### config.mk
export PLATFORM = sky130hd
export DESIGN_NAME = switch_debouncer
export DESIGN_NICKNAME = d
export VERILOG_FILES = /design/src/rtl/debounce_pkg.sv /design/src/rtl/sync_2ff.sv /design/src/rtl/switch_debouncer.sv
export SDC_FILE = /design/constraint.sdc
export NUM_CORES = 1
export LEC_CHECK = 0
export ABC_CLOCK_PERIOD_IN_PS = 2700
export CAP_MARGIN = 25
export CORE_ASPECT_RATIO = 1.4
export CORE_MARGIN = 2
export CORE_UTILIZATION = 55
export DETAILED_ROUTE_END_ITERATION = 16
export PLACE_DENSITY = 0.74
export SYNTH_ARGS = -nofsm -noshare
export SYNTH_HDL_FRONTEND = slang
export SYNTH_HIERARCHICAL = 1
export SYNTH_SLANG_ARGS = --single-unit
### constraint.sdc
create_clock -name clk -period 2.7 [get_ports clk]
set_clock_uncertainty 0.2 [all_clocks]
set_input_delay 0.54 -clock clk [delete_from_list [all_inputs] [get_ports clk]]
set_output_delay 0.54 -clock clk [all_outputs]
set_load 0.01 [all_outputs]
### src/rtl/debounce_pkg.sv
// Shared state encoding for input-conditioning blocks.
// Two-bit debounce FSM states.
package debounce_pkg;

  localparam logic [1:0] IDLE_LOW  = 2'd0;
  localparam logic [1:0] WAIT_HIGH = 2'd1;
  localparam logic [1:0] IDLE_HIGH = 2'd2;
  localparam logic [1:0] WAIT_LOW  = 2'd3;

endpackage

### src/rtl/sync_2ff.sv
// Two-flop synchronizer for asynchronous single-bit inputs.
// Resets both stages to 0.
module sync_2ff (
  input  logic clk,
  input  logic rst,
  input  logic d,
  output logic q
);

  logic meta;

  always_ff @(posedge clk) begin
    if (rst) begin
      meta <= 1'b0;
      q    <= 1'b0;
    end else begin
      meta <= d;
      q    <= meta;
    end
  end

endmodule

### src/rtl/switch_debouncer.sv
// Switch debouncer: synchronizer, debounce FSM and stability counter.
// Produces a clean level plus one-cycle rise/fall strobes.
module switch_debouncer #(
  parameter int STABLE_CYCLES = 4,
  parameter int CNT_W         = 16
) (
  input  logic clk,
  input  logic rst,
  input  logic din_raw,
  output logic dout,
  output logic rise,
  output logic fall
);

  import debounce_pkg::*;

  localparam logic [CNT_W-1:0] LAST =
    CNT_W'(STABLE_CYCLES - 1);

  logic             din_sync;
  logic [1:0]       state;
  logic [CNT_W-1:0] cnt;

  sync_2ff u_sync (
    .clk (clk),
    .rst (rst),
    .d   (din_raw),
    .q   (din_sync)
  );

  always_ff @(posedge clk) begin
    if (rst) begin
      state <= IDLE_LOW;
      cnt   <= '0;
      dout  <= 1'b0;
      rise  <= 1'b0;
      fall  <= 1'b0;
    end else begin
      rise <= 1'b0;
      fall <= 1'b0;
      case (state)
        IDLE_LOW: begin
          if (din_sync) begin
            state <= WAIT_HIGH;
            cnt   <= CNT_W'(1);
          end
        end
        WAIT_HIGH: begin
          if (!din_sync) begin
            state <= IDLE_LOW;
            cnt   <= '0;
          end else if (cnt == LAST) begin
            state <= IDLE_HIGH;
            cnt   <= '0;
            dout  <= 1'b1;
            rise  <= 1'b1;
          end else begin
            cnt <= cnt + CNT_W'(1);
          end
        end
        IDLE_HIGH: begin
          if (!din_sync) begin
            state <= WAIT_LOW;
            cnt   <= CNT_W'(1);
          end
        end
        WAIT_LOW: begin
          if (din_sync) begin
            state <= IDLE_HIGH;
            cnt   <= '0;
          end else if (cnt == LAST) begin
            state <= IDLE_LOW;
            cnt   <= '0;
            dout  <= 1'b0;
            fall  <= 1'b1;
          end else begin
            cnt <= cnt + CNT_W'(1);
          end
        end
        default: begin
          state <= IDLE_LOW;
          cnt   <= '0;
          dout  <= 1'b0;
        end
      endcase
    end
  end

endmodule

==> results of run 1 <==
kinds of logic (layout without fill, tap and decap cells):
family,Yosys count,in the layout,synth area share
simple gates,57,57,0.307
compound gates,28,28,0.158
flops,23,23,0.423
buf+inv,10,15,0.0436
xor+xnor,4,4,0.0390
mux,2,2,0.0184
fa+ha+maj,1,1,0.0115
worst max path at each step:
stage,from,endpoint,slack [ps],cells after the start
2_1_floorplan,cnt[0]$_SDFFE_PP0P_,cnt[12]$_SDFFE_PP0P_,860,8
3_3_place_gp,rst,cnt[14]$_SDFFE_PP0P_,270,5
3_5_place_dp,rst,cnt[14]$_SDFFE_PP0P_,200,5
4_1_cts,cnt[0]$_SDFFE_PP0P_,cnt[14]$_SDFFE_PP0P_,360,6
5_1_grt,cnt[0]$_SDFFE_PP0P_,cnt[14]$_SDFFE_PP0P_,180,6
6_report,cnt[0]$_SDFFE_PP0P_,cnt[14]$_SDFFE_PP0P_,350,6
cell usage in the layout, fill, tap and decap left out, drive strengths merged, types with 3 or more instances in the layout:
master | netlist | layout
dfxtp | 23 | 23
nand2 | 13 | 13
a21oi | 11 | 11
nand3 | 9 | 9
a31oi | 7 | 7
nor2 | 6 | 6
nand4 | 5 | 5
clkdlybuf4s50 | 0 | 5
inv | 4 | 4
nor3 | 4 | 4
nor4 | 3 | 3
or3 | 3 | 3
o21ai | 3 | 3
xnor2 | 3 | 3
a22o | 3 | 3
clkbuf | 2 | 3
and4 | 3 | 3
per-stage QoR:
step / worst slack [ps] / power (W)
5_1_grt: 183 / 0.000554
6_report: 350 / 0.000536
3_3_place_gp: 266 / 0.000386
3_5_place_dp: 199 / 0.000387
2_1_floorplan: 864 / 0.000374
4_1_cts: 355 / 0.000540
worst register-to-register path: cells and delay by family (launching register included):
family,cells,cell delay [ps]
AO/OA/AOI/OAI,2,410
adder cells (fa/ha/maj),1,260
flip-flops,1,370
AND/OR/NAND/NOR,3,1070
sequential cells by signal, indices dropped and copies added, names as in the netlist, named ones only:
signal	flops
cnt	16
state	1
u_sync/meta	1
dout	1
fall	1
u_sync/q	1
rise	1
area by class of cell:
cell class,count,area [sq um],area share
Multi-Input combinational cell,92,582,0.495
Sequential cell,23,460,0.391
Timing Repair Buffer,7,65.1,0.0553
Tap cell,21,26.3,0.0223
Clock buffer,3,22.5,0.0191
Inverter,4,15.0,0.0128
Clock inverter,1,5.00,0.00426
routing by layer:
metal	share of wire	vias up	GRT usage
met3	0.023	2	0.0193
met4	0.0075	0	0.0691
met1	0.47	443	0.238
met2	0.50	15	0.324
met5	0	-	0
li1	-	472	-
report_power, final:
group	switching [W]	internal, W
sequential	0.00000542	0.000345
clock	0.000102	0.0000552
combinational	0.0000146	0.0000150
total	0.000122	0.000415
==> impl_metrics.tcl, run 1 <==
set metrics [dict create \
    rows 19 \
    clk_path_buf_depth 2 \
    synthTopCellsByArea "dfxtp_1, a21oi_1, nand2_1" \
    grt_overflow 0 \
    netlist.area_leader.share 0.423 \
    slew-limit-headroom 0.501 \
    critical-path-top-delay-family "simple AND/OR/NAND/NOR gates" \
    finalHoldViolCount 0 \
    worstPathArrival_ps 2400 \
    reg2reg_slack_ps 350 \
    die_w_um 41.6 \
    crit_fanout 21 \
    leakage_nw 0.385 \
    ys_seq_elements 23 \
    setup_violations 0 \
    drv_slew 0 \
    cts_resized 0 \
    synth_edf_count 0 \
    critPathLaunchType "flip-flop" \
    firstDrtPassIters 5 \
    clkLatencyLatePin_ps 310 \
    utilization 0.611 \
    grt_pass1_vias 809 \
    min_path_type "flip-flop to flip-flop" \
    synth_area_leader_cell "dfxtp_1" \
    clk_pin_slew_worst_paths_ps 130 \
    grt_start_max_net_pins 22 \
    crit_path_end_kind "flip-flop" \
    netlist_area_sq_um 1090 \
    antenna_left 0 \
    yosysWarnings 6 \
    place_area_sq_um 1150 \
    r2r_end "cnt[14]$_SDFFE_PP0P_" \
    antenna_cells 0 \
    rsz0062_at_grt "false" \
    ys.flop_type "dfxtp_1" \
    cpMaxStageDelayCell "nor2_2" \
    path_cells "ha_1 > nor4b_1 > and4_1 > nor2_2 > o21ai_0 > a31oi_1" \
    vias_per_cell 6.17 \
    cp_data_required_time_ps 2750 \
    wl_per_cell_um 13.3 \
    syn_nets 129 \
    n_fill_cell 176 \
    portBuffers 5 \
    min_period_ps 2350 \
    grt_use_total 0.188 \
    r2r_cells 6 \
    cts_tree "done" \
    synth.distinct_cells 37 \
    core_area_sq_um 1930 \
    dp_hpwl_mm 1.46 \
    grt_pass1_wl_mm 3.52 \
    instances_no_fill 151 \
    critPathBufInv 0 \
    synth_cells 125 \
    post_cts_buffers 0 \
    dp.cells 147 \
    h-tree-depth 1 \
    cts-root-buf "clkbuf_4" \
    critPathKind "flip-flop to flip-flop" \
    yosysMostFrequentCell "dfxtp_1" \
    holdPathStages 1 \
    fmax_mhz 426 \
    wl_mm 2.00 \
    drive_above_1_share 0.108 \
    cts.sinks 23 \
    cts_hold_buffers 0 \
    tns_ps 0 \
    syn_area_per_cell_sq_um 8.72 \
    min_from "u_sync/meta$_SDFF_PP0_" \
    io_pins 6 \
    async_reset_ff_frac 0 \
    r2r-start "cnt[0]$_SDFFE_PP0P_" \
    fin_crit_sh 0.870 \
    worst_pin_slew_ps 747 \
    holdPathEnd "u_sync/q$_SDFF_PP0_" \
    synth-seq-area-share 0.423 \
    cap_violations 0 \
    fp.dieArea_sq_um 2360 \
    vias 932 \
    run_status "completed" \
    cts_buffers 3 \
    layout.nets 135 \
    synthTopCellsByCount "dfxtp_1, nand2_1, a21oi_1" \
    area_delta_synth_final_pct 7.92 \
    stdcell_area_sq_um 1180 \
    initialDrtViolationCount 31 \
    start_util 0.566 \
    ir_worst_vdd_uv 351 \
    p_per_area_nw_per_um2 456 \
    fp.dieH_um 56.7 \
    holdWs_ps 253 \
    drc 0 \
    cpPeakStageDelay_ps 640 \
    gp_congestion 0.797 \
    antenna_found_initial 0 \
]
(Power assumes the default switching activity.)
==> run 2, diff against run 1 <==
--- a/config.mk
+++ b/config.mk
@@ -5,13 +5,13 @@
 export SDC_FILE = /design/constraint.sdc
 export NUM_CORES = 1
 export LEC_CHECK = 0
+export ABC_AREA = 0
 export ABC_CLOCK_PERIOD_IN_PS = 2700
 export CAP_MARGIN = 25
 export CORE_ASPECT_RATIO = 1.4
 export CORE_MARGIN = 2
-export CORE_UTILIZATION = 55
+export CORE_UTILIZATION = 24
 export DETAILED_ROUTE_END_ITERATION = 16
-export PLACE_DENSITY = 0.74
 export SYNTH_ARGS = -nofsm -noshare
 export SYNTH_HDL_FRONTEND = slang
 export SYNTH_HIERARCHICAL = 1
==> run 2 against run 1 <==
Compared with the run above: flip-flop and latch count stayed put; first-iteration DRC count fell by 26%; sequential power hardly changed; design area rose by 5.9%; clock power increased by 34%; wire length is 7.8% higher; largest power group unchanged; critical path depth unchanged; global-route usage is 9.8 points lower; cell count is 27% higher; via count is 2.6% lower.
==> impl_metrics.tcl, run 2 (synthesized netlist as in run 1, its figures left out) <==
set metrics [dict create \
    wl_per_cell_um 11.3 \
    drc 0 \
    grt_use_total 0.0895 \
    area_delta_synth_final_pct 14.2 \
    cpPeakStageDelay_ps 670 \
    mostFrequentLayoutCells "dfxtp_1, nand2_1, a21oi_1" \
    grt_start_max_net_pins 22 \
    fp.dieArea_sq_um 5100 \
    wl_mm 2.16 \
    p_seq_frac 0.591 \
    fin_crit_sh 0.874 \
    largest_reg_flops 16 \
    vias_per_cell 4.73 \
    pwr-share-clk 0.357 \
    antenna_cells 0 \
    crit_path_end_kind "flip-flop" \
    vias 908 \
    clkLatencyLatePin_ps 260 \
    cts_tree "done" \
    top_register "cnt" \
    fp.dieH_um 83.7 \
    critPathBufInv 0 \
    initialDrtViolationCount 23 \
    tns_ps 0 \
    path_cells "ha_1 > nor4b_1 > and4_1 > nor2_2 > o21ai_0 > a31oi_1" \
    portBuffers 5 \
    critPathKind "flip-flop to flip-flop" \
    drv_slew 0 \
    slew-limit-headroom 0.479 \
    setup_violations 0 \
    start_util 0.244 \
    cts_hold_buffers 0 \
    min_path_type "flip-flop to flip-flop" \
    grt_pass1_vias 814 \
    cts_buffers 3 \
    p_per_area_nw_per_um2 475 \
    layout.nets 135 \
    worst_pin_slew_ps 780 \
    rows 29 \
    cap_violations 0 \
    cp_data_required_time_ps 2690 \
    cts_resized 0 \
    internal_power_w 0.000464 \
    dp_hpwl_mm 1.54 \
    grt_overflow 0 \
    gp_congestion 0.750 \
    grt_pass1_wl_mm 3.53 \
    min_period_ps 2360 \
    antenna_found_initial 0 \
    fmax_mhz 424 \
    ir_worst_vdd_uv 284 \
    critical-path-top-delay-family "simple AND/OR/NAND/NOR gates" \
    crit_fanout 21 \
    post_cts_buffers 0 \
    combPwrFrac 0.051 \
    run_status "completed" \
    worstPathArrival_ps 2350 \
    cpMaxStageDelayCell "nor2_2" \
    clk_pin_slew_worst_paths_ps 80 \
    p_sw_w 0.000127 \
    cts.sinks 23 \
    cts-root-buf "clkbuf_8" \
    core_area_sq_um 4460 \
    final_common_cell "dfxtp_1" \
    instances_no_fill 192 \
    rsz0062_at_grt "false" \
    firstDrtPassIters 4 \
    dp.cells 188 \
    p_sw_frac 0.215 \
    leakage_nw 0.390 \
    h-tree-depth 1 \
    finalHoldViolCount 0 \
    clk_path_buf_depth 2 \
    die_w_um 61.0 \
    io_pins 6 \
    critPathLaunchType "flip-flop" \
    drive_above_1_share 0.100 \
    antenna_left 0 \
]
==> run 2: changes by cell type in the layout (fill, tap and decap cells not counted), sizes merged <==
cell / previous run / this run
clkbuf: 3 / 4
clkinv: 1 / 0
==> run 2: worst reg2reg max path, cell delays in order, from the launching register on <==
cell and delay, ps:
dfxtp_1 350, ha_1 260, nor4b_1 150, and4_1 270
nor2_2 670, o21ai_0 200, a31oi_1 200
==> run 2: power by group through the flow <==
| stage | Sequential [W] | Clock [W] | Combinational [W] |
|---|---|---|---|
| after global placement | 0.000358 | 0 | 0.0000298 |
| after floorplan | 0.000356 | 0 | 0.0000177 |
| after global routing | 0.000351 | 0.000231 | 0.0000330 |
| after CTS | 0.000350 | 0.000218 | 0.0000302 |
| after detailed placement | 0.000358 | 0 | 0.0000299 |
| final | 0.000350 | 0.000211 | 0.0000304 |
==> run 2: routing by layer <==
metal  vias to the layer above  part of all wire  global-route usage
met4                         0             0.010              0.0474
li1                        473                 -                   -
met1                       429              0.45              0.0993
met3                         2             0.014              0.0155
met5                         -                 0                   0
met2                         4              0.52               0.154
==> run 2: layout make-up <==
type	instances	area, sq um
fill	474	3220
multi-input combinational	92	582
sequential	23	460
tap	62	77.6
timing repair buffer	7	65.1
clock buffer	4	45.0
inverter	4	15.0
==> run 2: path summary, 6_finish.rpt <==
check        cells after the start              startpoint              endpoint  slack, ps
max reg2reg                      6     cnt[0]$_SDFFE_PP0P_  cnt[14]$_SDFFE_PP0P_        340
min                              1  u_sync/meta$_SDFF_PP0_   u_sync/q$_SDFF_PP0_        260
max                              6     cnt[0]$_SDFFE_PP0P_  cnt[14]$_SDFFE_PP0P_        340
min reg2reg                      1  u_sync/meta$_SDFF_PP0_   u_sync/q$_SDFF_PP0_        260
==> run 2: per-stage QoR <==
stage | setup slack [ps] | power, W | area [sq um] | utilization | hold slack [ps]
floorplan | 864 | 0.000374 | 1090 | - | 214
global placement | 243 | 0.000387 | 1200 | 0.269 | 231
detailed placement | 186 | 0.000388 | 1200 | 0.269 | 232
CTS | 342 | 0.000598 | 1240 | 0.279 | 259
global route | 203 | 0.000615 | 1240 | 0.279 | 266
finish | 340 | 0.000591 | 1240 | 0.279 | 256
